$ cat src/rtl/rvv_backend_div_issue_arb.sv
// Round-robin issue arbiter that shares one iterative vector divider between several
// DIV reservation-station ports, and steers in-order divider results back to the issuing port.
module rvv_backend_div_issue_arb #(
  parameter int NUM_REQ   = 2,
  parameter int OUT_DEPTH = 4,
  parameter int TAG_W     = 5
) (
  input  logic                       i_clk,
  input  logic                       i_rst,
  input  logic                       i_trap_flush,
  input  logic [NUM_REQ-1:0]         i_req_valid,
  input  logic [NUM_REQ*TAG_W-1:0]   i_req_tag,
  output logic [NUM_REQ-1:0]         o_req_ready,
  output logic                       o_unit_valid,
  input  logic                       i_unit_ready,
  output logic [$clog2(NUM_REQ)-1:0] o_unit_sel,
  output logic [TAG_W-1:0]           o_unit_tag,
  input  logic                       i_unit_res_valid,
  output logic                       o_unit_res_ready,
  output logic [NUM_REQ-1:0]         o_res_valid,
  input  logic [NUM_REQ-1:0]         i_res_ready,
  output logic                       o_proto_err
);

  localparam int SEL_W = $clog2(NUM_REQ);
  localparam int PTR_W = $clog2(OUT_DEPTH);
  localparam int CNT_W = PTR_W + 1;

  typedef enum logic [0:0] {
    S_IDLE = 1'b0,
    S_HOLD = 1'b1
  } state_t;

  state_t             r_state;
  state_t             w_state_nxt;
  logic [SEL_W-1:0]   r_sel;
  logic [TAG_W-1:0]   r_tag;
  logic [SEL_W-1:0]   r_rr_ptr;
  logic [PTR_W-1:0]   r_wptr;
  logic [PTR_W-1:0]   r_rptr;
  logic [CNT_W-1:0]   r_cnt;
  logic [SEL_W-1:0]   r_fifo [OUT_DEPTH];
  logic               r_proto_err;

  logic               w_grant_any;
  logic [SEL_W-1:0]   w_winner;
  logic               w_load;
  logic               w_push;
  logic               w_pop;
  logic               w_full;
  logic               w_cnt_nz;
  logic [SEL_W-1:0]   w_head;
  logic [SEL_W-1:0]   w_sel_inc;

  assign w_full    = (r_cnt == CNT_W'(OUT_DEPTH));
  assign w_cnt_nz  = (r_cnt != {CNT_W{1'b0}});
  assign w_head    = r_fifo[r_rptr];
  assign w_sel_inc = (r_sel == SEL_W'(NUM_REQ - 1)) ? {SEL_W{1'b0}} : (r_sel + SEL_W'(1));

  // Descending scan so the requester closest to r_rr_ptr is written last and wins.
  always_comb begin
    w_grant_any = 1'b0;
    w_winner    = {SEL_W{1'b0}};
    for (int k = NUM_REQ - 1; k >= 0; k--) begin
      if (i_req_valid[(int'(r_rr_ptr) + k) % NUM_REQ]) begin
        w_grant_any = 1'b1;
        w_winner    = SEL_W'((int'(r_rr_ptr) + k) % NUM_REQ);
      end
    end
  end

  always_comb begin
    w_state_nxt = r_state;
    w_load      = 1'b0;
    w_push      = 1'b0;
    case (r_state)
      S_IDLE: begin
        if (w_grant_any && !w_full && !i_trap_flush) begin
          w_load      = 1'b1;
          w_state_nxt = S_HOLD;
        end else begin
          w_state_nxt = S_IDLE;
        end
      end
      S_HOLD: begin
        if (i_unit_ready && !i_trap_flush) begin
          w_push      = 1'b1;
          w_state_nxt = S_IDLE;
        end else begin
          w_state_nxt = S_HOLD;
        end
      end
      default: w_state_nxt = S_IDLE;
    endcase
    if (i_trap_flush) begin
      w_state_nxt = S_IDLE;
    end
  end

  assign o_unit_valid = (r_state == S_HOLD) && !i_trap_flush;
  assign o_unit_sel   = r_sel;
  assign o_unit_tag   = r_tag;
  assign o_proto_err  = r_proto_err;

  always_comb begin
    o_req_ready = {NUM_REQ{1'b0}};
    if (o_unit_valid && i_unit_ready) begin
      o_req_ready[r_sel] = 1'b1;
    end
  end

  // Results come back in issue order, so the FIFO head names the destination port.
  always_comb begin
    o_res_valid = {NUM_REQ{1'b0}};
    if (i_unit_res_valid && w_cnt_nz && !i_trap_flush) begin
      o_res_valid[w_head] = 1'b1;
    end
  end

  assign o_unit_res_ready = i_res_ready[w_head] && w_cnt_nz && !i_trap_flush;
  assign w_pop            = i_unit_res_valid && o_unit_res_ready;

  always_ff @(posedge i_clk or posedge i_rst) begin
    if (i_rst) begin
      r_state <= S_IDLE;
    end else begin
      r_state <= w_state_nxt;
    end
  end

  always_ff @(posedge i_clk or posedge i_rst) begin
    if (i_rst) begin
      r_sel    <= {SEL_W{1'b0}};
      r_tag    <= {TAG_W{1'b0}};
      r_rr_ptr <= {SEL_W{1'b0}};
    end else if (i_trap_flush) begin
      r_rr_ptr <= {SEL_W{1'b0}};
    end else begin
      if (w_load) begin
        r_sel <= w_winner;
        r_tag <= i_req_tag[int'(w_winner) * TAG_W +: TAG_W];
      end
      if (w_push) begin
        r_rr_ptr <= w_sel_inc;
      end
    end
  end

  always_ff @(posedge i_clk or posedge i_rst) begin
    if (i_rst) begin
      r_wptr <= {PTR_W{1'b0}};
      r_rptr <= {PTR_W{1'b0}};
      r_cnt  <= {CNT_W{1'b0}};
      for (int i = 0; i < OUT_DEPTH; i++) begin
        r_fifo[i] <= {SEL_W{1'b0}};
      end
    end else if (i_trap_flush) begin
      r_wptr <= {PTR_W{1'b0}};
      r_rptr <= {PTR_W{1'b0}};
      r_cnt  <= {CNT_W{1'b0}};
    end else begin
      if (w_push) begin
        r_fifo[r_wptr] <= r_sel;
        r_wptr         <= r_wptr + PTR_W'(1);
      end
      if (w_pop) begin
        r_rptr <= r_rptr + PTR_W'(1);
      end
      case ({w_push, w_pop})
        2'b10:   r_cnt <= r_cnt + CNT_W'(1);
        2'b01:   r_cnt <= r_cnt - CNT_W'(1);
        default: r_cnt <= r_cnt;
      endcase
    end
  end

  always_ff @(posedge i_clk or posedge i_rst) begin
    if (i_rst) begin
      r_proto_err <= 1'b0;
    end else if (i_unit_res_valid && !w_cnt_nz) begin
      r_proto_err <= 1'b1;
    end else begin
      r_proto_err <= r_proto_err;
    end
  end

endmodule
$ cat config.mk
export PLATFORM = sky130hd
export DESIGN_NAME = rvv_backend_div_issue_arb
export DESIGN_NICKNAME = d
export VERILOG_FILES = /design/src/rtl/rvv_backend_div_issue_arb.sv
export SDC_FILE = /design/constraint.sdc
export NUM_CORES = 1
export LEC_CHECK = 0
export CAP_MARGIN = 20
export CORE_MARGIN = 4
export CORE_UTILIZATION = 50
export DETAILED_ROUTE_END_ITERATION = 16
export PLACE_DENSITY = 0.94
export SETUP_SLACK_MARGIN = 0.5
export SYNTH_ARGS = -nofsm -noshare
export SYNTH_HDL_FRONTEND = slang
export SYNTH_SLANG_ARGS = --single-unit
$ cat constraint.sdc
create_clock -name i_clk -period 4.4 [get_ports i_clk]
set_input_delay 0.88 -clock i_clk [delete_from_list [all_inputs] [get_ports i_clk]]
set_output_delay 0.88 -clock i_clk [all_outputs]
set_load 0.02 [all_outputs]
* Word-level counts from Yosys, hierarchy flattened
Index checks and enable logic that the tools add are counted.
Storage, ports and cells: input port bits 19, output and inout port bits 13, word-level logic and storage cells 99, register bits 20
Cells by class: add/sub/neg operators 6, magnitude comparators 9, reduce and logical (&&, ||, !) cells 23, bitwise operators 5, multipliers 1, multiplexer cells 39, eq/ne operators 3, shift-type cells 1
Operators with widths (number):
- $mux W1 | 25
- $logic_and A1 B1 Y1 | 14
- $mux W2 | 6
- $shiftx A10 B5 Y5 | 1
- $ge A3 B3 Y1 const B | 2
- $lt A1 B2 Y1 const B | 3
- $not A2 Y3 | 2
- $pmux W3 S2 | 1
- $reduce_bool A3 Y1 | 2
- $add A2 B1 Y2 const B | 2
- $bwmux W4 | 1
- $mul A1 B3 Y4 const B | 1
- $reduce_and A2 Y1 | 2
- $reduce_bool A2 Y1 | 2
- $add A3 B1 Y3 const B | 1
- $eq A3 B3 Y1 const B | 1
- $logic_not A1 Y1 | 3
- $lt A2 B3 Y1 const B | 1
- $lt A3 B1 Y1 const B | 1
- $mux W3 | 1
- $sub A3 B1 Y3 const B | 1
- $add A1 B1 Y1 const B | 2
- $bmux W1 S2 | 1
- $demux W1 S1 | 2
- 7 further kinds | 9

* Longest topological paths before layout
depth after elaboration 12, mapped depth 10, depth with buffers taken out 8

* Least setup slack after synthesis
Ideal clock, no wire load.
path kind in2out, from in i_trap_flush, to out o_req_ready[0], arrival time 2114 ps, slack 1406 ps, path buffers 1, stages 4, path through clkbuf_1 nor2b_1 nand2_1 nor2_1
On the way: word-level cells in the longest chain between the ends 4
RTL lines:
- from (decl) | line 10 | input logic i_trap_flush,
- $logic_not A1 Y1 | line 100 | assign o_unit_valid = (r_state == S_HOLD) && !i_trap_flush;
- $logic_and A1 B1 Y1 | line 100
- net o_unit_valid | line 14 | output logic o_unit_valid,
- $logic_and A1 B1 Y1 | line 107 | if (o_unit_valid && i_unit_ready) begin
- $mux W2 | line 107
- to (decl) | line 13 | output logic [NUM_REQ-1:0] o_req_ready,
The timed path passes the listed nets, and every way through them passes these cells.

* Worst setup path after layout
from in i_trap_flush, to out o_res_valid[1]
On the way: word-level cells in the longest chain between the ends 3
RTL lines:
- $logic_not A1 Y1 | line 115 | if (i_unit_res_valid && w_cnt_nz && !i_trap_flush) begin
- $logic_and A1 B1 Y1 | line 115
- $mux W2 | line 115
- to (decl) | line 20 | output logic [NUM_REQ-1:0] o_res_valid,
Every way passes these cells.

==> results.toml <==
[outcome]
outcome = "finished clean"

[die]
die_x_microns = 55.14
initial_utilization_pct = 54.41
dieArea_sq_mm = 0.003040
rows = 16
io_pins = 32
placeableCoreArea_sq_mm = 0.002042
chipHeight_microns = 55.14

[synth]
synth_edf_count = 0
ys_seq_area_share_pct = 45.05
ys_types = 36
syn_nets = 132
ys.flop_type = "dfrtp_1"
netlist_instances = 108
ys_ff_latch = 20
synth_area_per_cell_sq_um = 10.29
synth_area_sq_mm = 0.001111
yosysWarnings = 0
synthArstFlopShare_pct = 100.0

[layout]
nFillCells = 155
antenna-diode-count = 0
syn_to_final_growth_pct = 34.12
final_cell_mix = "clkdlybuf4s50_1 (31), dfrtp_1 (20), nand2_1 (13)"
drive_gt1_share_pct = 12.86
seqCellArea_sq_um = 500.5
fin_nets = 165
fin_util_pct = 72.98
design_area_sq_mm = 0.001490
final_common_cell = "clkdlybuf4s50_1"
multiInputGateArea_sq_um = 574.3

[placed_design]
portBuffers = 31
hpwl_microns = 1960
gp_congestion = 0.8183
place_area_sq_mm = 0.001446

[routing]
wl_met3_microns = 149
drt_first_pass_iters = 6
via_count = 918
wl_met1_microns = 1048
vias_per_cell = 5.497
antenna_left = 0
drc = 0
top_layer_used = "met4"
first_iter_violations = 16
wl_microns = 2538
wl_met2_microns = 1306
avgRoutedWirePerCell_microns = 15.20

[cts]
numCtsBuffers = 3
clk_latency_ps = 300
clkTransAtPathRegs_ps = 110
clock-sinks = 20
cts_tree = "built"
root_buffer = "clkbuf_4"
clock_path_buffers = 2
post-cts-setup-buffers = 0
ctsHtreeMaxLevel = 1

[timing]
rsz0062_at_grt = "false"
finalSetupViolCount = 0
fin_crit_ps = 3787
slew_viol_final = 0
finalHoldViolCount = 0
fin_crit_sh_pct = 86.06
slew_headroom_pct = 48.41
fmax_ghz = 0.2641
fin_skew_ps = 1.390
tightest_slew_ps = 772.9
tns_ps = 0

[setup_path]
end_kind = "output pin"
cp_cell_sequence = "clkdlybuf4s50_1 > inv_1 > and3_1 > and2_2 > clkdlybuf4s50_1"
crit_family = "buffers and inverters"
required_ps = 3520
critPathLaunchType = "primary input"
arrival_ps = 2910
critPathKind = "primary input to output pin"
crit_path_top_delay_cell = "clkdlybuf4s50_1"
worst_path_most_repeated_cell = "clkdlybuf4s50_1"
path_buf_inv = 3
slowest_delay_ps = 630
path_max_fanout = 10

[global_routing]
grt_usage_pct = 19.46
gr-total-overflow = 0
grt_pass1_wl_microns = 4133
grt_max_degree = 21
grt_pass1_vias = 934
antenna_found_initial = 0

[power_and_ir_drop]
power.density_mw_per_mm2 = 491.3
irDropWorstVdd_v = 0.0003005
p_leak_uw = 0.0006868

[job]
maxCapViolCount = 0

[hold_path]
hp-class = "register to register"
state kept, by name, summed over array words and instances (netlist names):
name,count
o_proto_err,1
o_unit_sel,1
o_unit_tag,5
r_cnt,3
r_fifo,4
r_rptr,2
r_rr_ptr,1
r_state,1
r_wptr,2
worst paths after layout:
| kind | startpoint | depth (start not counted) | slack (ps) | to |
|---|---|---|---|---|
| max reg2reg | r_rptr[0]$_DFFE_PP0P_ | 8 | 1880 | r_cnt[2]$_DFFE_PP0P_ |
| min reg2reg | r_fifo[3]$_DFFE_PP0P_ | 2 | 490 | r_fifo[3]$_DFFE_PP0P_ |
| min in group asynchronous | i_rst | 2 | 1010 | o_unit_tag[3]$_DFFE_PP0P_ |
| min | r_fifo[3]$_DFFE_PP0P_ | 2 | 490 | r_fifo[3]$_DFFE_PP0P_ |
| max | i_trap_flush | 5 | 610 | o_res_valid[1] |
| max in group asynchronous | i_rst | 2 | 2910 | r_rptr[1]$_DFFE_PP0P_ |
cell usage after synthesis (2+ instances only):
cell      number  area (sq um)
dfrtp_1       20         500.5
nand2_1       13         48.80
nor2_1        12         45.04
inv_1          8         30.03
mux2i_1        8         80.08
a21oi_1        5         25.02
clkbuf_1       4         15.01
ha_1           4         50.05
o21ai_0        4         20.02
a21o_1         2         15.01
mux2_4         2         30.03
nor2b_1        2         12.51
tightest hold or removal path: stages (launching register included):
cell and delay (ps):
dfrtp_1 370, nand2_1 50, o21ai_0 50
cells by family (layout without fill, tap and decap cells):
group,Yosys count,after routing,synth area share (%)
simple gates,36,36,15.43
compound gates,21,21,14.19
flops,20,20,45.05
buf+inv,12,44,4.054
mux,11,11,11.94
fa+ha+maj,5,5,6.307
xor+xnor,3,3,3.041
stage by stage:
step / power, uW / instances / hold WS (ps) / setup slack, ps
2_1_floorplan: 491.5 / 108 / 443.2 / 1406
3_3_place_gp: 609.3 / 162 / 440.9 / 726.9
3_5_place_dp: 626.0 / 162 / 476.7 / 642.4
4_1_cts: 735.2 / 166 / 502.8 / 608.5
5_1_grt: 783.4 / 167 / 516.0 / 530.7
6_report: 732.1 / 167 / 494.7 / 613.4
area by class of cell:
| type | count | area share (%) |
|---|---|---|
| Timing Repair Buffer | 32 | 21.16 |
| Sequential cell | 20 | 33.59 |
| Tap cell | 27 | 2.267 |
| Clock buffer | 4 | 2.435 |
| Inverter | 8 | 2.015 |
| Multi-Input combinational cell | 76 | 38.54 |
where the power goes:
part | switching (uW) | internal [uW] | total [uW] | leakage (uW)
logic | 173 | 165 | 338 | 0.000414
clock network | 57.8 | 50.4 | 108 | 0.0000210
registers | 46.5 | 240 | 286 | 0.000252
total | 277 | 455 | 732 | 0.000687
metal layers:
metal	track usage, %	vias up
met1	22.49	447
li1	-	438
met4	7.287	0
met3	5.898	4
met2	33.66	29
met5	0	-
what timing repair did:
| item | in CTS | in global routing |
|---|---|---|
| endpoints found under the setup margin | 0 | 1 |
| hold buffers | 0 | 0 |
| endpoints found under the hold margin | 0 | 0 |
| resized for setup | 0 | 1 |
No activity file was read; power rests on OpenSTA's default activity.
